### config.mk
export PLATFORM = sky130hd
export DESIGN_NAME = led_pulse_stretcher
export DESIGN_NICKNAME = d
export VERILOG_FILES = /design/src/rtl/battleship_ui_pkg.sv /design/src/rtl/led_pulse_channel.sv /design/src/rtl/led_pulse_stretcher.sv
export SDC_FILE = /design/constraint.sdc
export NUM_CORES = 1
export LEC_CHECK = 0
export ABC_AREA = 0
export CAP_MARGIN = 25
export CORE_MARGIN = 1
export CORE_UTILIZATION = 45
export DETAILED_ROUTE_END_ITERATION = 10
export RECOVER_POWER = 25
export SETUP_SLACK_MARGIN = 0.05
export SLEW_MARGIN = 20
export SYNTH_ARGS = -nofsm -noshare
export SYNTH_HDL_FRONTEND = slang
export SYNTH_SLANG_ARGS = --single-unit
### constraint.sdc
create_clock -name clk -period 4.5 [get_ports clk]
set_input_delay 0.675 -clock clk [delete_from_list [all_inputs] [get_ports clk]]
set_output_delay 0.675 -clock clk [all_outputs]
set_load 0.05 [all_outputs]
### src/rtl/battleship_ui_pkg.sv
// Shared definitions for the battleship board UI blocks: per-channel LED
// sequencer state encoding and counter-width helpers.
package battleship_ui_pkg;

    typedef enum logic [1:0] {
        ST_IDLE = 2'd0,
        ST_ON   = 2'd1,
        ST_OFF  = 2'd2
    } ch_state_e;

    localparam int DEF_CHANNELS   = 4;
    localparam int DEF_ON_CYCLES  = 25_000_000;
    localparam int DEF_OFF_CYCLES = 12_500_000;
    localparam int DEF_BLINKS     = 3;

    // Cycle counter only ever reaches max(on, off) - 1, so clog2 of the
    // larger length is enough; never narrower than one bit.
    function automatic int cnt_width(input int on_cycles, input int off_cycles);
        int longest;
        longest = (on_cycles > off_cycles) ? on_cycles : off_cycles;
        return ($clog2(longest) < 1) ? 1 : $clog2(longest);
    endfunction

    function automatic int left_width(input int blinks);
        return ($clog2(blinks + 1) < 1) ? 1 : $clog2(blinks + 1);
    endfunction

    localparam int DEF_CNT_W  = cnt_width(DEF_ON_CYCLES, DEF_OFF_CYCLES);
    localparam int DEF_LEFT_W = left_width(DEF_BLINKS);

endpackage

### src/rtl/led_pulse_channel.sv
// One LED channel: turns a single-cycle event strobe into BLINKS on/off
// blinks. Retrigger restarts the sequence; clear aborts it silently.
module led_pulse_channel
    import battleship_ui_pkg::*;
#(
    parameter int ON_CYCLES  = DEF_ON_CYCLES,
    parameter int OFF_CYCLES = DEF_OFF_CYCLES,
    parameter int BLINKS     = DEF_BLINKS
) (
    input  logic clk,
    input  logic rst,
    input  logic pulse_in,
    input  logic clear,
    output logic led_out,
    output logic busy,
    output logic done
);

    localparam int CNT_W  = cnt_width(ON_CYCLES, OFF_CYCLES);
    localparam int LEFT_W = left_width(BLINKS);

    localparam logic [CNT_W-1:0]  ON_LAST    = CNT_W'(ON_CYCLES - 1);
    localparam logic [CNT_W-1:0]  OFF_LAST   = CNT_W'(OFF_CYCLES - 1);
    localparam logic [LEFT_W-1:0] LEFT_START = LEFT_W'(BLINKS - 1);

    ch_state_e         state_q, state_d;
    logic [CNT_W-1:0]  cnt_q, cnt_d;
    logic [LEFT_W-1:0] left_q, left_d;
    logic              led_q, led_d;
    logic              busy_q, busy_d;
    logic              done_q, done_d;

    always_comb begin
        // NOTE: every combinational output gets a default first so no path
        // through the case/if tree leaves it unassigned and infers a latch.
        state_d = state_q;
        cnt_d   = cnt_q;
        left_d  = left_q;
        done_d  = 1'b0;

        unique case (state_q)
            ST_ON: begin
                if (cnt_q == ON_LAST) begin
                    cnt_d = '0;
                    if (left_q == '0) begin
                        state_d = ST_IDLE;
                        done_d  = 1'b1;
                    end else begin
                        state_d = ST_OFF;
                    end
                end else begin
                    cnt_d = cnt_q + CNT_W'(1);
                end
            end
            ST_OFF: begin
                if (cnt_q == OFF_LAST) begin
                    state_d = ST_ON;
                    cnt_d   = '0;
                    left_d  = left_q - LEFT_W'(1);
                end else begin
                    cnt_d = cnt_q + CNT_W'(1);
                end
            end
            default: begin
                // Encoding 2'd3 is unreachable but decodes to idle.
                state_d = ST_IDLE;
                cnt_d   = '0;
            end
        endcase

        // A retrigger beats the terminal transition, and clear beats both.
        if (pulse_in) begin
            state_d = ST_ON;
            cnt_d   = '0;
            left_d  = LEFT_START;
            done_d  = 1'b0;
        end
        if (clear) begin
            state_d = ST_IDLE;
            cnt_d   = '0;
            left_d  = '0;
            done_d  = 1'b0;
        end

        led_d  = (state_d == ST_ON);
        busy_d = (state_d == ST_ON) || (state_d == ST_OFF);
    end

    // NOTE: state uses non-blocking assignments so every flop samples the
    // pre-edge values, independent of statement order.
    always_ff @(posedge clk or negedge rst) begin
        if (!rst) begin
            state_q <= ST_IDLE;
            cnt_q   <= '0;
            left_q  <= '0;
            led_q   <= 1'b0;
            busy_q  <= 1'b0;
            done_q  <= 1'b0;
        end else begin
            state_q <= state_d;
            cnt_q   <= cnt_d;
            left_q  <= left_d;
            led_q   <= led_d;
            busy_q  <= busy_d;
            done_q  <= done_d;
        end
    end

    assign led_out = led_q;
    assign busy    = busy_q;
    assign done    = done_q;

endmodule

### src/rtl/led_pulse_stretcher.sv
// Bank of independent LED pulse stretchers between the game FSM and the
// board LED pins; one channel per event type.
module led_pulse_stretcher
    import battleship_ui_pkg::*;
#(
    parameter int CHANNELS   = DEF_CHANNELS,
    parameter int ON_CYCLES  = DEF_ON_CYCLES,
    parameter int OFF_CYCLES = DEF_OFF_CYCLES,
    parameter int BLINKS     = DEF_BLINKS
) (
    input  logic                clk,
    input  logic                rst,
    input  logic [CHANNELS-1:0] pulse_in,
    input  logic                clear,
    output logic [CHANNELS-1:0] led_out,
    output logic [CHANNELS-1:0] busy,
    output logic [CHANNELS-1:0] done
);

    for (genvar i = 0; i < CHANNELS; i++) begin : g_ch
        led_pulse_channel #(
            .ON_CYCLES  (ON_CYCLES),
            .OFF_CYCLES (OFF_CYCLES),
            .BLINKS     (BLINKS)
        ) u_ch (
            .clk      (clk),
            .rst      (rst),
            .pulse_in (pulse_in[i]),
            .clear    (clear),
            .led_out  (led_out[i]),
            .busy     (busy[i]),
            .done     (done[i])
        );
    end

endmodule
==> impl_results.md, run 1 <==
- Cells after Synth: 690
- Total routing resource utilization after global routing: around a fifth
- Stages on the worst setup path: 7
- Post-layout utilization of the core: 52.2%
- Maximum net fanout on the critical path: 27
- Via count: approximately 4,800
- Category of cells accounting for the largest share of critical-path delay: compound AO/OA/AOI/OAI gates
- Num ports: 19
- GRT overflow: 0
- Post-route cell area: between 0.007 and 0.008 mm^2
- Worst R2R Path Depth: 7
- Final setup slack of the worst path: 1.51 ns
- Seq/Total Area, Yosys: 48.2%
- Crit-path max cell delay: 0.73 ns
- Maximum number of pins on one net before global-route repair: 78
- Post-synth top area share: a little under 50%
- Cell Chain, Critical Path: or4b_1 -> or4_4 -> o21ai_0 -> a2111o_1 -> a2bb2oi_1 -> ha_1 -> inv_1
- Total chip power: 2.68 mW
- Count of antenna-violating nets left after detailed routing: 0
- Average routed wire per standard cell: 14.4 um
- CTS tree: yes
- Total placed cells including tap cells: 869
- Slew at the pin closest to its max-slew limit: 1.77 ns
- Status: finished with violations
- CTS clk-pin slew, worst paths: 0.05 ns
- Post-synthesis net count: 717
- Smallest hold slack: 0.455 ns
- Mean post-synth cell area: 9.62 um^2
- Post-synth top flop: sky130_fd_sc_hd__dfrtp_1
- Worst relative slew slack: -18.1%
- Crit. End Element: register
- Signed area change from the synthesized netlist to the final layout: 13.7%
- Arrival time of data at the critical path endpoint: 3.35 ns
- Die Height: 123 um
- Most repeated cell in the gate-level netlist after synthesis: sky130_fd_sc_hd__dfrtp_1
- Number of fill cells in the layout: roughly 1,300
- Number of buffers on the longest clock path: 2
- Die outline area: 0.0152 mm^2
- Max H-tree Level: 4
- DR pass1 iterations: 5
- Cell at the root of the clock tree: sky130_fd_sc_hd__clkbuf_16
- Startpoint type of the worst setup path: register
- Synth warnings: 0
- Power Dens Cells: 355 mW/mm^2
- IR drop worst, VDD: around 0.27 mV
- Residual DRC count: 0
- Via density per instance: 5.37
- CTS buffer count: 17
- Floorplan Core Area: 0.0145 mm^2
- RSZ-0062 raised after global routing: no
- Multi-input gate area in the final layout: 0.00314 mm^2
- Dominant cell type by area after synthesis: sky130_fd_sc_hd__dfrtp_1
- Final worst clock skew: 0.0117 ns
- Final weighted congestion in routability-driven placement: 0.788
- Critical setup path kind: reg -> reg
- Number of cell rows: 44
- Starting utilization of the core area: between 40% and 50%
- Worst slack, placed: approximately 1.5 ns
- Top area cells in the synthesized netlist: sky130_fd_sc_hd__dfrtp_1 (48%), sky130_fd_sc_hd__xnor2_1 (7.5%), sky130_fd_sc_hd__nor2_1 (6.8%)
- Crit path max-delay cell type: sky130_fd_sc_hd__a2111o_1
- TritonCTS Sinks: 128
- Net total in the final layout: 732
- Count of hold-fix buffers inserted at cts: 0
- Fmax: 335 MHz
- Buf/Inv on CP: 1
- Number of cells traversed by the worst hold path: 1
- Proportion of layout cells with a drive suffix above 1: under 10%
- Post-synthesis async set-or-reset flop share: 100%
- Min-delay worst type: reg -> reg
- Routed wire length: between 10 and 15 mm
- Port Buffer Count: 18
- Post-CTS repair timing setup buffer count: 0
- Final Cycle Share: between 60% and 70%
- Leakage: between 2 and 3 nW
- Distinct cells, synth: 60
- Placed wire-length estimate after detailed placement: 8.61 mm
- Skew-Pair Late Insertion Delay: ~0.42 ns
- Die width: 123 um
- Number of synthesized register bits: 128
- Number of antenna violations at the first check in global routing: 0
- Global-route wire length before repair: ~22 mm
- Via count of the first global-routing pass: ~4,800
- Most used standard cells in the synthesized netlist: sky130_fd_sc_hd__dfrtp_1 (128), sky130_fd_sc_hd__nor2_1 (121), sky130_fd_sc_hd__xnor2_1 (57), sky130_fd_sc_hd__nand2_1 (46)
- Final setup violation count: 0
- Count of flip-flops with a built-in enable after synthesis: 0
- Filler-free cell count of the finished design: 898
- Count of pins over their slew limit: 30
- Violated checks: max-capacitance violations, max-slew violations
- Maxcap violations: 1
- Sequential standard cell area: 0.00320 mm^2
- Number of inserted diodes: 0
- Required time worst endpoint: 4.86 ns
- DRC violation total after the first TritonRoute iteration: about 290
- Clock period minus worst slack: about 3 ns
- Count of final hold-check violations: 0
- Number of resized instances in the post-cts repair step: 0
- Total negative setup slack: 0 ns
- Summed instance area of the synthesized netlist: 0.00664 mm^2
- Placed cell area: 0.00692 mm^2
final timing paths:
| path | endpoint | from | slack, ns |
|---|---|---|---|
| max reg2reg | g_ch[2].u_ch.busy$_DFF_PN0_ | g_ch[2].u_ch.cnt_q[5]$_DFF_PN0_ | 1.51 |
| max | g_ch[2].u_ch.busy$_DFF_PN0_ | g_ch[2].u_ch.cnt_q[5]$_DFF_PN0_ | 1.51 |
| min in group asynchronous | g_ch[3].u_ch.cnt_q[21]$_DFF_PN0_ | rst | 0.72 |
| max in group asynchronous | g_ch[3].u_ch.state_q[1]$_DFF_PN0_ | rst | 2.31 |
| min reg2reg | g_ch[0].u_ch.cnt_q[0]$_DFF_PN0_ | g_ch[0].u_ch.cnt_q[0]$_DFF_PN0_ | 0.45 |
| min | g_ch[0].u_ch.cnt_q[0]$_DFF_PN0_ | g_ch[0].u_ch.cnt_q[0]$_DFF_PN0_ | 0.45 |
power breakdown:
group	internal, mW	switching (mW)	total (mW)
combinational	0.0271	0.0582	0.0853
clock	0.954	0.480	1.43
sequential	1.16	0.00311	1.16
total	2.14	0.541	2.68
flip-flops by register name, summed over array words and instances (netlist names):
name and flops:
g_ch.u_ch.cnt_q 100, g_ch.u_ch.done 4, g_ch.u_ch.state_q 8, g_ch.u_ch.left_q 8, g_ch.u_ch.busy 4, g_ch.u_ch.led_out 4
layout by cell type, fill, tap and decap left out, types with 5 or more instances in the layout:
cell,instances
sky130_fd_sc_hd__dfrtp_1,128
sky130_fd_sc_hd__nor2_1,121
sky130_fd_sc_hd__xnor2_1,57
sky130_fd_sc_hd__nand2_1,46
sky130_fd_sc_hd__nand3_1,38
sky130_fd_sc_hd__xor2_1,38
sky130_fd_sc_hd__inv_1,35
sky130_fd_sc_hd__nor3_1,29
sky130_fd_sc_hd__nor4_1,24
sky130_fd_sc_hd__nand4_1,20
sky130_fd_sc_hd__ha_1,20
sky130_fd_sc_hd__clkbuf_16,17
sky130_fd_sc_hd__clkdlybuf4s50_1,17
sky130_fd_sc_hd__and3_1,16
sky130_fd_sc_hd__and4_1,12
sky130_fd_sc_hd__and2_1,8
sky130_fd_sc_hd__buf_4,6
sky130_fd_sc_hd__o21ai_0,5
routing by layer:
metal	share of wire, %	wire length, um	track usage, %
met1	49	6390	24.3
met2	46	5950	29.7
met3	3.2	417	4.98
met4	1.3	165	7.76
met5	0	0	0
final cells by class:
type                            count  share of cell area [%]
Multi-Input combinational cell    498                    41.5
Sequential cell                   128                    42.4
Tap cell                          184                    3.05
Timing Repair Buffer               25                    3.26
Inverter                           35                    1.74
Clock inverter                      7                    1.79
Clock buffer                       21                    6.23
cell families (layout without fill, tap and decap cells):
family                     after synthesis  count (layout)  share of synthesized area [%]
adders and majority gates               20              20                           3.77
and+or+nand+nor                        344             344                           26.3
DFF                                    128             128                           48.2
muxes                                    4               4                          0.716
AOI/OAI and AO/OA                       35              35                           3.94
xor gates and xnor gates                95              95                           12.5
buffers and inverters                   64              88                           4.54
Power figures use the tool's default switching activity.
==> run 2, diff against run 1 <==
==> constraint.sdc (replaced) <==
create_clock -name clk -period 2.5 [get_ports clk]
set_input_delay 0.375 -clock clk [delete_from_list [all_inputs] [get_ports clk]]
set_output_delay 0.375 -clock clk [all_outputs]
set_load 0.05 [all_outputs]
==> run 2 against run 1 <==
  * The run now ends clean
  * Worst hold slack about the same
  * Flip-flop and latch count unchanged
  * Critical path type unchanged
  * Total power increased by 76%
  * Die area unchanged
  * Non-clock buffer count increased by 19
  * Clock power increased by 73%
  * Fmax increased by 24%
  * Via count increased by 2.6%
==> impl_results.md, run 2 (same netlist as run 1, synthesis figures left out) <==
- IR drop worst, VDD: 0.486 mV (+82%)
- Floorplan Core Area: 0.0145 mm^2 (unchanged)
- Final Cycle Share: 96.4% (+30 points)
- Required time worst endpoint: 2.85 ns (-2.01 ns)
- Sink of the worst hold path: g_ch[0].u_ch.cnt_q[0]$_DFF_PN0_
- Final setup slack of the worst path: 0.0898 ns (-1.42 ns)
- Proportion of layout cells with a drive suffix above 1: 10.3% (+3.6 points)
- Total routing resource utilization after global routing: 19.3% (+0.51 points)
- Crit. End Element: register
- Number of inserted diodes: 0 (unchanged)
- Port Buffer Count: 18 (unchanged)
- Critical setup path kind: reg -> reg
- Starting utilization of the core area: 45.9% (unchanged)
- Crit path max-delay cell type: sky130_fd_sc_hd__or4_4
- Skew-Pair Late Insertion Delay: 0.41 ns (about the same)
- Final setup violation count: 0 (unchanged)
- Worst relative slew slack: 6.70% (+25 points)
- Power Dens Cells: 612 mW/mm^2 (+72%)
- DR pass1 iterations: 4 (-1)
- Cell type with the highest occurrence count on the critical path: sky130_fd_sc_hd__or4_4
- Number of cell rows: 44 (unchanged)
- Via count of the first global-routing pass: 5,033 (+4.7%)
- GRT overflow: 0 (unchanged)
- Count of final hold-check violations: 0 (unchanged)
- Signed area change from the synthesized netlist to the final layout: 16.3%
- Total chip power: 4.72 mW (+76%)
- TritonCTS Sinks: 128 (unchanged)
- Register-to-Register Setup Slack: 0.09 ns (-1.42 ns)
- Maxcap violations: 0 (-1)
- Maximum net fanout on the critical path: 3 (-89%)
- Leakage: 3.06 nW (+3.3%)
- Die outline area: 0.0152 mm^2 (unchanged)
- Worst slack, placed: 0.0610 ns (-1.46 ns)
- Max H-tree Level: 4 (unchanged)
- Reg-to-Reg Start: g_ch[2].u_ch.cnt_q[22]$_DFF_PN0_
- Die width: 123 um (unchanged)
- Routed wire length: 13.2 mm (+2.3%)
- CTS tree: yes
- Global-route wire length before repair: 23.0 mm (+3.4%)
- Count of pins over their slew limit: 0 (-100%)
- Slew at the pin closest to its max-slew limit: 1.40 ns (-0.372 ns)
- Via count: 4,951 (+2.6%)
- Multi-input gate area in the final layout: 0.00318 mm^2 (+1.4%)
- Die Height: 123 um (unchanged)
- RSZ-0062 raised after global routing: yes
- Cell Chain, Critical Path: or3b_2 -> or4_4 -> or4_4 -> a31oi_4 -> ha_1 -> inv_1
- Clock period minus worst slack: 2.41 ns (-0.577 ns)
- Number of flip-flops under the largest register name: 100 (unchanged)
- Crit-path max cell delay: 0.51 ns (-0.22 ns)
- Status: complete, no violations
- DRC violation total after the first TritonRoute iteration: 270 (-5.9%)
- Top library cells by usage in the layout, fill and taps aside: sky130_fd_sc_hd__dfrtp_1 (128), sky130_fd_sc_hd__nor2_1 (121), sky130_fd_sc_hd__xnor2_1 (57)
- Number of fill cells in the layout: 1,274 (-2.7%)
- Net total in the final layout: 751 (+2.6%)
- Registers with the most flip-flops: g_ch.u_ch.cnt_q: 100 flops, g_ch.u_ch.left_q: 8 flops, g_ch.u_ch.state_q: 8 flops
- Arrival time of data at the critical path endpoint: 2.76 ns (-0.59 ns)
- Total negative setup slack: 0 ns (unchanged)
- Average routed wire per standard cell: 14.4 um (-0.21%)
- Maximum number of pins on one net before global-route repair: 63 (-19%)
- Residual DRC count: 0 (unchanged)
- Min-delay worst type: reg -> reg
- Placed cell area: 0.00706 mm^2 (+1.9%)
- Final worst clock skew: 0.00480 ns (-0.00691 ns)
- Origin of the worst min-delay path: g_ch[0].u_ch.cnt_q[0]$_DFF_PN0_
- Post-route cell area: 0.00772 mm^2 (+2.2%)
- Sequential standard cell area: 0.00320 mm^2 (unchanged)
- Final weighted congestion in routability-driven placement: 0.825 (+4.8%)
- Most common cell after layout, fill and taps aside: sky130_fd_sc_hd__dfrtp_1
- Most flop-heavy register: g_ch.u_ch.cnt_q
- CTS buffer count: 17 (unchanged)
- Placed wire-length estimate after detailed placement: 8.94 mm (+3.8%)
- Number of cells traversed by the worst hold path: 1 (unchanged)
- Via density per instance: 5.38 (about the same)
- Cell at the root of the clock tree: sky130_fd_sc_hd__clkbuf_16
- Worst R2R Path Depth: 6 (-1)
- Number of antenna violations at the first check in global routing: 0 (unchanged)
- Startpoint type of the worst setup path: register
- Count of antenna-violating nets left after detailed routing: 0 (unchanged)
- Number of buffers on the longest clock path: 2 (unchanged)
- CTS clk-pin slew, worst paths: 0.06 ns (about the same)
- Critical R2R Capture: g_ch[2].u_ch.busy$_DFF_PN0_
- Num ports: 19 (unchanged)
- Fmax: 415 MHz (+24%)
## run 2: changes by cell type in the layout (fill, tap and decap cells not counted), sizes merged
cell and change:
buf +18, bufinv -1, clkbuf -1, clkinv +5
clkinvlp +1, dlygate4sd3 +1
## run 2: area by class of cell
class	count	area share [%]
timing repair buffer	44	5.02
clock inverter	12	1.83
multi-input combinational	498	41.2
clock buffer	20	5.79
tap	184	2.98
sequential	128	41.5
inverter	35	1.70
## run 2: layer usage
| metal | up-vias | share of wire, % | GRT usage (%) |
|---|---|---|---|
| li1 | 2422 | - | - |
| met1 | 2468 | 48 | 25.1 |
| met2 | 47 | 49 | 31.0 |
| met3 | 14 | 2.4 | 5.58 |
| met4 | 0 | 1.1 | 5.95 |
| met5 | - | 0 | 0 |
## run 2: power breakdown
part	internal, mW	switching (mW)	total, mW
sequential	2.09	0.00552	2.09
combinational	0.0512	0.107	0.158
clock	1.58	0.892	2.47
total	3.72	1.00	4.72
## run 2: stage by stage
| stage | instances | hold slack [ns] | util [%] |
|---|---|---|---|
| floorplan | 690 | 0.0794 | - |
| global placement | 885 | 0.298 | 48.7 |
| detailed placement | 885 | 0.302 | 48.7 |
| CTS | 918 | 0.414 | 52.9 |
| global route | 921 | 0.475 | 53.3 |
| finish | 921 | 0.454 | 53.3 |
## run 2: timing repair
action,in CTS,in global routing
pin swaps,0,2
hold buffers,1,0
hold endpoints to repair,23,0
setup buffers,0,3
setup endpoints to repair,1,53
gates resized for setup,1,10
## run 2: critical path: cells and delay by family (launching register included)
kind / cells / cell delay, ns
fa+ha+maj: 1 / 0.25
flops: 1 / 0.38
buf+inv: 1 / 0.06
simple gates: 3 / 1.48
compound gates: 1 / 0.19
## run 2: worst max-delay path by stage
stage / end / slack (ns) / startpoint / depth (start not counted)
after global placement: g_ch[2].u_ch.busy$_DFF_PN0_ / 0.14 / g_ch[2].u_ch.cnt_q[14]$_DFF_PN0_ / 6
final: g_ch[2].u_ch.busy$_DFF_PN0_ / 0.09 / g_ch[2].u_ch.cnt_q[22]$_DFF_PN0_ / 6
after detailed placement: g_ch[3].u_ch.busy$_DFF_PN0_ / 0.06 / g_ch[3].u_ch.cnt_q[14]$_DFF_PN0_ / 6
after global routing: g_ch[2].u_ch.busy$_DFF_PN0_ / 0.03 / g_ch[2].u_ch.cnt_q[5]$_DFF_PN0_ / 6
after CTS: g_ch[2].u_ch.busy$_DFF_PN0_ / 0.07 / g_ch[2].u_ch.cnt_q[24]$_DFF_PN0_ / 6
after floorplan: g_ch[3].u_ch.busy$_DFF_PN0_ / 0.08 / g_ch[3].u_ch.cnt_q[16]$_DFF_PN0_ / 7
